--- src/rtl/mandel_sched_pkg.sv ---
// rtl/mandel_sched_pkg.sv - shared state encoding and pixel coordinate widths for the Mandelbrot scheduler.
package mandel_sched_pkg;

  localparam int X_W = 10;
  localparam int Y_W = 9;

  typedef enum logic [1:0] {
    ST_IDLE  = 2'd0,
    ST_RUN   = 2'd1,
    ST_DRAIN = 2'd2
  } sched_state_e;

endpackage

--- src/rtl/mandel_sched_outreg.sv ---
// rtl/mandel_sched_outreg.sv - single-entry stream output register; payload held while valid and not ready.
module mandel_sched_outreg #(
  parameter int W = 8
) (
  input  logic         clk_i,
  input  logic         resetn_i,
  input  logic         load_i,
  input  logic [W-1:0] data_i,
  input  logic         tready_i,
  output logic         tvalid_o,
  output logic [W-1:0] data_o,
  output logic         can_load_o,
  output logic         accept_o
);

  logic         valid_q;
  logic [W-1:0] data_q;

  assign accept_o   = valid_q && tready_i;
  assign can_load_o = !valid_q || tready_i;
  assign tvalid_o   = valid_q;
  assign data_o     = data_q;

  always_ff @(posedge clk_i) begin
    if (!resetn_i) begin
      valid_q <= 1'b0;
      data_q  <= '0;
    end else if (load_i) begin
      valid_q <= 1'b1;
      data_q  <= data_i;
    end else if (accept_o) begin
      valid_q <= 1'b0;
    end
  end

endmodule

--- src/rtl/mandel_scheduler.sv ---
// rtl/mandel_scheduler.sv - raster-order job issue and in-order retirement across iteration engines.
// Optional frame cycle statistics are built when MANDEL_SCHED_STATS_EN is defined.
module mandel_scheduler
  import mandel_sched_pkg::*;
#(
  parameter int NUM_ENGINES = 4,
  parameter int X_SIZE      = 640,
  parameter int Y_SIZE      = 480,
  parameter int ITER_W      = 8
) (
  input  logic                          out_stream_aclk,
  input  logic                          periph_resetn,
  input  logic                          enable,
  output logic [NUM_ENGINES-1:0]        eng_start,
  output logic [X_W-1:0]                eng_x,
  output logic [Y_W-1:0]                eng_y,
  input  logic [NUM_ENGINES-1:0]        eng_done,
  input  logic [NUM_ENGINES*ITER_W-1:0] eng_iter,
  output logic [NUM_ENGINES-1:0]        eng_ack,
  output logic [ITER_W-1:0]             out_tdata,
  output logic                          out_tvalid,
  input  logic                          out_tready,
  output logic                          out_tlast,
  output logic                          out_tuser,
  output logic                          frame_done,
  output logic [31:0]                   frame_cycles
);

  localparam int PTR_W = (NUM_ENGINES > 1) ? $clog2(NUM_ENGINES) : 1;
  localparam int OW    = ITER_W + 3;

  sched_state_e           state_q, state_d;
  logic [X_W-1:0]         issue_x_q, issue_x_d, retire_x_q, retire_x_d;
  logic [Y_W-1:0]         issue_y_q, issue_y_d, retire_y_q, retire_y_d;
  logic [PTR_W-1:0]       issue_ptr_q, issue_ptr_d, retire_ptr_q, retire_ptr_d;
  logic [NUM_ENGINES-1:0] outstanding_q, outstanding_d;
  logic [NUM_ENGINES-1:0] eng_start_q;
  logic [X_W-1:0]         eng_x_q;
  logic [Y_W-1:0]         eng_y_q;
  logic                   frame_done_q;

  logic          issue_fire, issue_last_x, issue_last;
  logic          retire_fire, retire_last_x, retire_last;
  logic          out_can_load, out_accept, last_accept;
  logic [OW-1:0] out_din, out_dout;

  assign issue_fire   = (state_q == ST_RUN) && !outstanding_q[issue_ptr_q];
  assign issue_last_x = issue_x_q == X_W'(X_SIZE - 1);
  assign issue_last   = issue_last_x && (issue_y_q == Y_W'(Y_SIZE - 1));

  // Only the engine at retire_ptr may retire, which keeps output in raster order.
  assign retire_fire   = outstanding_q[retire_ptr_q] && eng_done[retire_ptr_q] && out_can_load;
  assign retire_last_x = retire_x_q == X_W'(X_SIZE - 1);
  assign retire_last   = retire_last_x && (retire_y_q == Y_W'(Y_SIZE - 1));

  // Payload packs {end_of_frame, sof, eol, iteration}.
  assign out_din = {retire_last,
                    (retire_x_q == '0) && (retire_y_q == '0),
                    retire_last_x,
                    eng_iter[int'(retire_ptr_q)*ITER_W +: ITER_W]};

  assign last_accept = out_accept && out_dout[ITER_W+2];

  assign eng_ack    = retire_fire ? (NUM_ENGINES'(1) << retire_ptr_q) : '0;
  assign eng_start  = eng_start_q;
  assign eng_x      = eng_x_q;
  assign eng_y      = eng_y_q;
  assign frame_done = frame_done_q;
  assign out_tdata  = out_dout[ITER_W-1:0];
  assign out_tlast  = out_dout[ITER_W];
  assign out_tuser  = out_dout[ITER_W+1];

  always_comb begin
    issue_x_d     = issue_x_q;
    issue_y_d     = issue_y_q;
    issue_ptr_d   = issue_ptr_q;
    retire_x_d    = retire_x_q;
    retire_y_d    = retire_y_q;
    retire_ptr_d  = retire_ptr_q;
    outstanding_d = outstanding_q;
    state_d       = state_q;

    if (issue_fire) begin
      outstanding_d[issue_ptr_q] = 1'b1;
      issue_ptr_d = (issue_ptr_q == PTR_W'(NUM_ENGINES - 1)) ? '0 : issue_ptr_q + 1'b1;
      if (issue_last_x) begin
        issue_x_d = '0;
        issue_y_d = (issue_y_q == Y_W'(Y_SIZE - 1)) ? '0 : issue_y_q + 1'b1;
      end else begin
        issue_x_d = issue_x_q + 1'b1;
      end
    end

    if (retire_fire) begin
      outstanding_d[retire_ptr_q] = 1'b0;
      retire_ptr_d = (retire_ptr_q == PTR_W'(NUM_ENGINES - 1)) ? '0 : retire_ptr_q + 1'b1;
      if (retire_last_x) begin
        retire_x_d = '0;
        retire_y_d = (retire_y_q == Y_W'(Y_SIZE - 1)) ? '0 : retire_y_q + 1'b1;
      end else begin
        retire_x_d = retire_x_q + 1'b1;
      end
    end

    case (state_q)
      ST_IDLE:  if (enable) state_d = ST_RUN;
      ST_RUN:   if (issue_fire && issue_last) state_d = ST_DRAIN;
      ST_DRAIN: if (last_accept) state_d = enable ? ST_RUN : ST_IDLE;
      default:  state_d = ST_IDLE;
    endcase
  end

  always_ff @(posedge out_stream_aclk) begin
    if (!periph_resetn) begin
      state_q       <= ST_IDLE;
      issue_x_q     <= '0;
      issue_y_q     <= '0;
      issue_ptr_q   <= '0;
      retire_x_q    <= '0;
      retire_y_q    <= '0;
      retire_ptr_q  <= '0;
      outstanding_q <= '0;
      eng_start_q   <= '0;
      eng_x_q       <= '0;
      eng_y_q       <= '0;
      frame_done_q  <= 1'b0;
    end else begin
      state_q       <= state_d;
      issue_x_q     <= issue_x_d;
      issue_y_q     <= issue_y_d;
      issue_ptr_q   <= issue_ptr_d;
      retire_x_q    <= retire_x_d;
      retire_y_q    <= retire_y_d;
      retire_ptr_q  <= retire_ptr_d;
      outstanding_q <= outstanding_d;
      eng_start_q   <= issue_fire ? (NUM_ENGINES'(1) << issue_ptr_q) : '0;
      if (issue_fire) begin
        eng_x_q <= issue_x_q;
        eng_y_q <= issue_y_q;
      end
      frame_done_q  <= last_accept;
    end
  end

  mandel_sched_outreg #(.W(OW)) u_outreg (
    .clk_i      (out_stream_aclk),
    .resetn_i   (periph_resetn),
    .load_i     (retire_fire),
    .data_i     (out_din),
    .tready_i   (out_tready),
    .tvalid_o   (out_tvalid),
    .data_o     (out_dout),
    .can_load_o (out_can_load),
    .accept_o   (out_accept)
  );

`ifdef MANDEL_SCHED_STATS_EN
  logic [31:0] cyc_q, frame_cycles_q;
  logic        run_entry;

  // Count restarts on every RUN entry, including the back-to-back DRAIN->RUN edge.
  assign run_entry = (state_q != ST_RUN) && (state_d == ST_RUN);

  always_ff @(posedge out_stream_aclk) begin
    if (!periph_resetn) begin
      cyc_q          <= '0;
      frame_cycles_q <= '0;
    end else begin
      if (run_entry) begin
        cyc_q <= '0;
      end else if (state_q != ST_IDLE) begin
        cyc_q <= cyc_q + 32'd1;
      end
      if (last_accept) frame_cycles_q <= cyc_q + 32'd1;
    end
  end

  assign frame_cycles = frame_cycles_q;
`else
  assign frame_cycles = '0;
`endif

endmodule
--- config.mk ---
export PLATFORM = sky130hd
export DESIGN_NAME = mandel_scheduler
export DESIGN_NICKNAME = d
export VERILOG_FILES = /design/src/rtl/mandel_sched_pkg.sv /design/src/rtl/mandel_sched_outreg.sv /design/src/rtl/mandel_scheduler.sv
export SDC_FILE = /design/constraint.sdc
export NUM_CORES = 1
export LEC_CHECK = 0
export ABC_AREA = 0
export ABC_CLOCK_PERIOD_IN_PS = 2500
export BUFFER_PORTS_ARGS = -buffer_cell sky130_fd_sc_hd__buf_2
export CORE_ASPECT_RATIO = 1.5
export CORE_MARGIN = 5
export CORE_UTILIZATION = 50
export DETAILED_ROUTE_END_ITERATION = 10
export PLACE_DENSITY = 0.78
export SETUP_SLACK_MARGIN = 0.2
export SYNTH_ARGS = -nofsm -noshare
export SYNTH_HDL_FRONTEND = slang
export SYNTH_HIERARCHICAL = 1
export SYNTH_SLANG_ARGS = --single-unit
--- constraint.sdc ---
create_clock -name out_stream_aclk -period 2.5 [get_ports out_stream_aclk]
set_clock_uncertainty 0.15 [all_clocks]
set_input_delay 0.25 -clock out_stream_aclk [delete_from_list [all_inputs] [get_ports out_stream_aclk]]
set_output_delay 0.25 -clock out_stream_aclk [all_outputs]
set_load 0.02 [all_outputs]
==> flow_summary.toml, run 1 <==
[global_routing]
use_met3 = 0.05104
grt_max_degree = 36
track_usage = 0.1882
met1_usage = 0.1892
antenna_found_initial = 0
grt_util_met2 = 0.3361
gr-total-overflow = 0
first_global_vias = 3520
grt_first_pass_wirelength_um = 15770
busiest_layer = "met2"

[clock_tree]
cts.path.max_buffers = 2
cts_tree = "yes"
h-tree-depth = 3
cts-root-buf = "clkbuf_16"
insertion_delay_ns = 0.34
clk_pin_slew_ns = 0.06
cts.sinks = 84
cts_buffers = 9
cts_setup_buffers = 0

[run]
drv_cap = 0

[critical_path]
cp_slowest_cell = "nor4_1"
max_stage_delay_ns = 0.59
cp_top_family = "simple AND/OR/NAND/NOR gates"
worstSetupPathType = "reg -> reg"
arrival_ns = 2.22
crit_buf_inv = 0
ff2ff_setup_slack_ns = 0.36
path_max_fanout = 7
critPathLaunchType = "flip-flop"
required_ns = 2.58
endpoint_kind = "flip-flop"
path_cells = "ha_1 > nand3_1 > nor4_1 > nand4_1 > mux2i_1 > nor2b_1"

[synthesis]
ys_seq_area_frac = 0.3959
syn_avg_cell_area_um2 = 8.943
ys_ff_latch = 84
async_reset_ff_frac = 0
dominantRegCellSynth = "dfxtp_1"
yosysWarningCount = 6
syn-cell-area_um2 = 4248
synthDistinctLibCells = 54
synth_edf_count = 0
syn_inst = 475

[power]
power.leakage_nw = 2.077
power_mw = 3.839
ir_drop_mv = 0.5461
pwr_density_cell_nw_per_um2 = 776.8

[sta]
rsz0062_at_grt = "no"
fmax_mhz = 467.2
maxSlewHeadroom = 0.5988
finalMaxSlewViolations = 0
fin_crit_sh = 0.8562
setup-tns-final_ns = 0
setup_viol = 0
final-hold-violation-count = 0
setup_slack_ns = 0.3594
tightestPinTransition_ns = 0.5963
fin_crit_ns = 2.141

[route]
drtIter0Drc = 128
drtPass1Iterations = 4
viasPerCell = 5.373
ant_nets = 0
wl_per_cell_um = 14.09
vias = 3573
drt_wl_total_um = 9373
drc = 0

[worst_hold_path]
holdCritPathClass = "in -> reg"

[finish]
final_cell_area_um2 = 4942
drive_gt1_frac = 0.2186
n_fill_cell = 738
final_common_cell = "dfxtp_1"
syn_to_final_growth_pct = 16.35
diodes = 0
layout.nets = 608
finish.utilization = 0.5911
layout_common_cells = "84 x dfxtp_1, 78 x buf_2, 60 x nand2_1, 32 x a21oi_1, 32 x conb_1"

[placement]
io_buffers = 78
gp_congestion = 0.8778
place_area_um2 = 4646
pre_cts_slack_ns = 0.3377
place_hpwl_um = 7078

[status]
status = "finished, final reports clean"

[floorplanning]
io_pins = 111
die_h_um = 122.9
start_util = 0.5080
rows = 41
die-area_um2 = 10480
core_area_um2 = 8362
die_x_um = 85.26
per-layer routing:
layer	vias up	wire [um]	part of all wire
li1	1747	-	-
met1	1671	3405	0.36
met2	128	4921	0.53
met3	27	680	0.073
met4	0	366	0.039
met5	-	0	0
logic make-up after synthesis:
group | share of synthesized area
fa+ha+maj | 0.04124
flops | 0.3959
mux | 0.07599
buf+inv | 0.09337
other cells | 0.0008828
simple gates | 0.2551
xor+xnor | 0.04536
compound gates | 0.09220
tightest hold or removal path, delay by kind of cell:
family                 cells  cell delay [ns]
AO/OA/AOI/OAI              1             0.08
AND/OR/NAND/NOR            1             0.11
buffers and inverters      1             0.08
per-stage QoR:
step           instances  hold slack [ns]
2_1_floorplan        506           0.2282
3_3_place_gp         649           0.2860
4_1_cts              665          0.07318
5_1_grt              665          0.09952
6_report             665          0.08489
3_5_place_dp         649           0.2925
final timing paths:
check	startpoint	endpoint	cells after the start
hold / removal	out_tready	u_outreg/tvalid_o$_SDFFE_PN0P_	3
setup / recovery	issue_x_q[0]$_SDFFE_PN0N_	issue_y_q[5]$_SDFFE_PN0P_	6
hold reg to reg	eng_y[6]$_SDFFE_PN0N_	eng_y[6]$_SDFFE_PN0N_	2
setup reg to reg	issue_x_q[0]$_SDFFE_PN0N_	issue_y_q[5]$_SDFFE_PN0P_	6
cell type report:
class / count / area, um2 / share of cell area
tap: 107 / 133.9 / 0.02709
timing repair buffer: 91 / 503.0 / 0.1018
clock inverter: 2 / 35.03 / 0.007089
multi-input combinational: 356 / 2293 / 0.4641
clock buffer: 13 / 250.2 / 0.05063
inverter: 12 / 45.04 / 0.009114
sequential: 84 / 1682 / 0.3403
flip-flops by register name, indices dropped and copies added, names as in the netlist:
name,flops
issue_ptr_q,2
eng_y,9
eng_start,4
retire_y_q,9
eng_x,10
issue_y_q,9
outstanding_q,4
issue_x_q,10
retire_ptr_q,2
retire_x_q,10
u_outreg/tvalid_o,1
frame_done,1
u_outreg/data_o,11
state_q,2
cell usage after synthesis (9+ instances only):
cell | count | share of area
xnor2_1 | 9 | 0.019
a21oi_1 | 32 | 0.038
dfxtp_1 | 84 | 0.40
ha_1 | 14 | 0.041
and3_1 | 14 | 0.021
mux2i_1 | 12 | 0.028
inv_1 | 11 | 0.0097
nor2b_1 | 15 | 0.022
and2_1 | 9 | 0.013
nor2_1 | 29 | 0.026
clkbuf_1 | 13 | 0.011
nand4_1 | 13 | 0.019
nand2_1 | 60 | 0.053
buf_4 | 34 | 0.060
xor2_1 | 13 | 0.027
nand3_1 | 19 | 0.022
power by group:
group          internal, mW  switching (mW)
Clock                 0.794           0.497
Combinational         0.444           0.601
Sequential             1.43          0.0714
Total                  2.67            1.17
what timing repair did:
action,in CTS,in global routing
endpoints found under the setup margin,0,3
hold buffers,1,0
endpoints found under the hold margin,1,0
resized for setup,0,1
Note: power is estimated with default switching activity, not from simulation.
==> run 2: changes to the inputs <==
Settings changed: ABC_AREA 0 to 1, PLACE_DENSITY 0.78 to 0.77.
==> run 2 against run 1 <==
Count of clock-buffer cells in the layout shrank 3; die area rose by 7.6%; register-to-register slack improved by 0.12 ns; combinational power grew 5%; first-iteration DRC count increased by 100%; worst setup slack gained 0.054 ns; via count rose by 24%; cell area rose by 6.3%; synthesized area up 8.5%.
==> flow_summary.toml, run 2 <==
[status]
status = "finished, final reports clean"

[critical_path]
critPathLaunchType = "flip-flop"
worstSetupPathType = "reg -> out"
timing.rr.start = "retire_y_q[0]$_SDFFE_PN0P_"
max_stage_delay_ns = 0.45
ff2ff_setup_slack_ns = 0.48
required_ns = 2.10
path_max_fanout = 12
endpoint_kind = "output port"
cp_top_family = "simple AND/OR/NAND/NOR gates"
cp_slowest_cell = "dfxtp_2"
path_cells = "clkinvlp_4 > nand3_1 > nand3_2 > nor2_1 > buf_2"
arrival_ns = 1.69
crit_buf_inv = 2
r2r_cells = 8
worst_r2r_endpoint = "retire_y_q[1]$_SDFFE_PN0P_"

[global_routing]
first_global_vias = 4122
antenna_found_initial = 0
grt_max_degree = 36
gr-total-overflow = 0
grt_first_pass_wirelength_um = 17950
track_usage = 0.1974

[synthesis]
synth_largest_area_cell = "dfxtp_1"
syn-cell-area_um2 = 4607
ys_seq_area_frac = 0.3650
synthMuxAreaShare = 0
syn_inst = 665
ys_ff_latch = 84
synthDistinctLibCells = 34
synth_most_common_cell = "nand2_1"
synth_compound_area_frac = 0.1312
dominantRegCellSynth = "dfxtp_1"
synth.top_cell.area_share = 0.3650
yosysWarningCount = 6
synth_common_cells = "132 x nand2_1, 98 x nor2_1, 84 x dfxtp_1, 62 x inv_1, 61 x a21oi_1"
syn_avg_cell_area_um2 = 6.928
yosys-top-cells-area = "dfxtp_1 37%, nand2_1 11%, nor2_1 8.0%"
synth_top_family_by_area = "simple AND/OR/NAND/NOR gates"
yosys.area_share.simple = 0.3085
synth_xor_area_frac = 0.01141
synth_edf_count = 0
synth_adder_area_share = 0.03802
async_reset_ff_frac = 0

[route]
vias = 4445
ant_nets = 0
wl_per_cell_um = 12.85
viasPerCell = 5.199
drtPass1Iterations = 6
drc = 0
drtIter0Drc = 256
drt_wl_total_um = 10990

[clock_tree]
insertion_delay_ns = 0.34
cts_tree = "yes"
cts_buffers = 9
cts-root-buf = "clkbuf_16"
h-tree-depth = 3
cts.path.max_buffers = 2
cts.sinks = 84
holdBufCountCts = 0
clk_pin_slew_ns = 0.06

[power]
power_mw = 4.101
power.leakage_nw = 2.392
pwr_density_cell_nw_per_um2 = 780.4
ir_drop_mv = 0.5176

[floorplanning]
start_util = 0.5037
die-area_um2 = 11270
die_x_um = 88.38
core_area_um2 = 9146
rows = 43
die_h_um = 127.6
io_pins = 111

[finish]
diodes = 0
largest_reg_flops = 11
drive_gt1_frac = 0.1857
final_common_cell = "nand2_1"
syn_to_final_growth_pct = 14.07
layout.nets = 792
layout_common_cells = "132 x nand2_1, 98 x nor2_1, 83 x dfxtp_1, 78 x buf_2"

[run]
drv_cap = 0

[placement]
gp_congestion = 0.8473
place_hpwl_um = 7969
io_buffers = 78

[sta]
rsz0062_at_grt = "no"
finalMaxSlewViolations = 0
setup_viol = 0
fmax_mhz = 479.2
fin_crit_ns = 2.087
fin_crit_sh = 0.8347
setup-tns-final_ns = 0
fin_hold_ws_ns = 0.04849
final-hold-violation-count = 0

[worst_hold_path]
hold_depth = 3
holdCritPathClass = "in -> reg"
hold_path_end = "state_q[0]$_SDFFE_PN0P_"
min_from = "enable"
[run 2: cell count changes after synthesis, sizes merged, moves of 20 or more]
cell   delta
nand2    +79
nor2     +77
inv      +54
o21ai    +39
a21oi    +30
nand3    +20
[run 2: cell families after synthesis]
logic type | Yosys count
adder cells (fa/ha/maj) | 14
AND/OR/NAND/NOR | 317
AO/OA/AOI/OAI | 117
other | 1
XOR/XNOR | 6
buffers and inverters | 126
flip-flops | 84
[run 2: how the worst max path moves through the flow]
stage / startpoint / endpoint / cells after the start
detailed placement: retire_ptr_q[1]$_SDFFE_PN0P_ / retire_y_q[1]$_SDFFE_PN0P_ / 7
global route: issue_ptr_q[0]$_SDFFE_PN0N_ / issue_y_q[7]$_SDFFE_PN0P_ / 8
global placement: issue_ptr_q[0]$_SDFFE_PN0N_ / issue_y_q[5]$_SDFFE_PN0P_ / 8
CTS: retire_ptr_q[1]$_SDFFE_PN0P_ / eng_ack[3] / 5
finish: retire_ptr_q[1]$_SDFFE_PN0P_ / eng_ack[0] / 5
floorplan: retire_ptr_q[0]$_SDFFE_PN0P_ / eng_ack[0] / 6
[run 2: worst register-to-register path, stage by stage (launching register included)]
cell and delay, ns:
dfxtp_1 0.38, ha_1 0.22, nand2_1 0.09, nor2_1 0.21, inv_1 0.11, nor2_2 0.28, inv_1 0.11, o21ai_0 0.27
nor2_1 0.08
[run 2: area by class of cell]
class / count / area [um2]
clock buffer: 10 / 239.0
clock inverter: 6 / 86.33
fill: 876 / 3891
inverter: 68 / 260.3
multi-input combinational: 486 / 2374
sequential: 84 / 1683
tap: 112 / 140.1
timing repair buffer: 89 / 473.0
[run 2: power by group]
group / internal (mW) / switching (mW) / total [mW]
Combinational: 0.353 / 0.735 / 1.09
Clock: 0.901 / 0.540 / 1.44
Sequential: 1.47 / 0.103 / 1.57
Total: 2.72 / 1.38 / 4.10
[run 2: layer usage]
metal	GRT usage	vias up	wire, um
met2	0.3561	129	5678
met3	0.03226	24	611
li1	-	2229	-
met4	0.09520	0	262
met1	0.2182	2063	4439
met5	0	-	0
[run 2: per-stage QoR]
stage          instances  area, um2    util  setup WS (ns)
6_report             855       5255  0.5746         0.4132
3_5_place_dp         835       4895  0.5352         0.5073
2_1_floorplan        696       4723       -         0.6956
3_3_place_gp         835       4895  0.5352         0.5049
4_1_cts              851       5220  0.5707         0.2556
5_1_grt              855       5255  0.5746         0.2673
[run 2: repair_timing]
item | CTS | global route
setup buffers | 0 | 4
gates resized for setup | 0 | 2
setup endpoints to repair | 0 | 4
==> run 3: changes to the inputs <==
Settings changed: ABC_CLOCK_PERIOD_IN_PS 2500 to 2200.
Clock period 2.5 ns to 2.2 ns, I/O delays scaled along.
==> run 3 against run 2 <==
Via count is 0.31% higher; combinational power is 20% higher; sequential cell count stayed put; sequential share of layout area is 0.48 points lower; global-route usage hardly changed; worst hold slack worse by 0.015 ns; total power is 15% higher; register-to-register slack worse by 0.16 ns; worst setup slack worse by 0.17 ns; wire length is 0.18% lower; sequential power is 13% higher; non-clock buffer count is 2 higher; critical path type unchanged; critical endpoint unchanged; highest routed layer unchanged.
==> flow_summary.toml, run 3 (synthesis results as in run 2) <==
[status]
status = "finished, final reports clean"

[finish]
largest_reg_flops = 11
layout_common_cells = "132 x nand2_1, 92 x nor2_1, 83 x dfxtp_1, 77 x buf_2, 61 x a21oi_1"
drive_gt1_frac = 0.2011
n_fill_cell = 865
layout.cells.non_filler = 858
syn_to_final_growth_pct = 15.81
diodes = 0
layout.nets = 795
final_common_cell = "nand2_1"

[global_routing]
first_global_vias = 4208
track_usage = 0.1972
grt_max_degree = 36
grt_first_pass_wirelength_um = 18160
antenna_found_initial = 0
gr-total-overflow = 0

[floorplanning]
io_pins = 111
die_h_um = 127.6
die-area_um2 = 11270
rows = 43
core_area_um2 = 9146
die_x_um = 88.38
start_util = 0.5037

[route]
drt_wl_total_um = 10970
drtIter0Drc = 281
ant_nets = 0
drtPass1Iterations = 5
wl_per_cell_um = 12.79
drc = 0
vias = 4459
viasPerCell = 5.197

[sta]
fmax_mhz = 509.8
setup_viol = 0
fin_crit_ns = 1.961
finalMaxSlewViolations = 0
final-hold-violation-count = 0
setup-tns-final_ns = 0
setup_slack_ns = 0.2386
fin_crit_sh = 0.8916
rsz0062_at_grt = "no"
fin_hold_ws_ns = 0.03319

[clock_tree]
h-tree-depth = 3
clk_pin_slew_ns = 0.06
insertion_delay_ns = 0.34
holdBufCountCts = 0
cts_tree = "yes"
cts.path.max_buffers = 2
cts_buffers = 9
cts-root-buf = "clkbuf_16"
cts.sinks = 84

[critical_path]
r2r_cells = 7
arrival_ns = 1.59
critPathLaunchType = "flip-flop"
endpoint_kind = "output port"
worstSetupPathType = "reg -> out"
path_max_fanout = 7
required_ns = 1.83

[power]
power.leakage_nw = 2.420
ir_drop_mv = 0.5267
power_mw = 4.723
pwr_density_cell_nw_per_um2 = 885.3

[worst_hold_path]
holdCritPathClass = "in -> reg"
hold_depth = 3

[placement]
io_buffers = 78
pre_cts_slack_ns = 0.1632
place_hpwl_um = 7960
dp_cells = 840
gp_congestion = 0.8967

[run]
drv_cap = 0
## run 3: changes by cell type in the layout (fill, tap and decap cells not counted), sizes merged
cell / before / now
buf: 89 / 91
clkinvlp: 2 / 1
inv: 66 / 67
nor2: 106 / 107
## run 3: stage by stage
stage          utilization  area, um2
2_1_floorplan            -       4723
3_3_place_gp        0.5406       4945
3_5_place_dp        0.5406       4945
4_1_cts             0.5778       5285
5_1_grt             0.5833       5335
6_report            0.5833       5335
## run 3: path summary, 6_finish.rpt
path	start	slack [ns]	end
worst min register to register	u_outreg/data_o[10]$_SDFFE_PN0P_	0.31	frame_done$_SDFF_PN0_
worst max register to register	issue_x_q[0]$_SDFFE_PN0N_	0.32	issue_y_q[1]$_SDFFE_PN0P_
worst min-delay path	enable	0.03	state_q[0]$_SDFFE_PN0P_
worst max-delay path	retire_ptr_q[0]$_SDFFE_PN0P_	0.24	eng_ack[0]
## run 3: per-layer routing
| metal | wire length (um) | global-route usage | vias to the layer above |
|---|---|---|---|
| met1 | 4179 | 0.2227 | 2055 |
| met4 | 228 | 0.07117 | 0 |
| met2 | 5750 | 0.3513 | 143 |
| met3 | 814 | 0.04903 | 27 |
| li1 | - | - | 2234 |
| met5 | 0 | 0 | - |
## run 3: cell type report
class | count | area, um2 | area share
Multi-Input combinational cell | 487 | 2420 | 0.4536
Sequential cell | 84 | 1683 | 0.3154
Timing Repair Buffer | 91 | 510.5 | 0.09568
Inverter | 68 | 256.5 | 0.04808
Clock buffer | 10 | 239.0 | 0.04479
Tap cell | 112 | 140.1 | 0.02627
Clock inverter | 6 | 86.33 | 0.01618
## run 3: repair_timing
action / 4_1_cts / 5_1_grt
pin swaps: 0 / 1
endpoints found under the setup margin: 6 / 31
buffers inserted: 0 / 1
gates resized for setup: 5 / 12
gates cloned: 0 / 1
## run 3: power breakdown
group / leakage [nW] / switching (mW) / internal [mW]
clock: 0.159 / 0.611 / 1.02
combinational: 1.58 / 0.870 / 0.439
sequential: 0.681 / 0.111 / 1.67
## run 3: critical path, cell delays in order (launching register included)
cell	delay, ns
dfxtp_1	0.46
nand3_1	0.15
nand3_2	0.14
nand3_4	0.13
nor2_2	0.19
buf_4	0.18
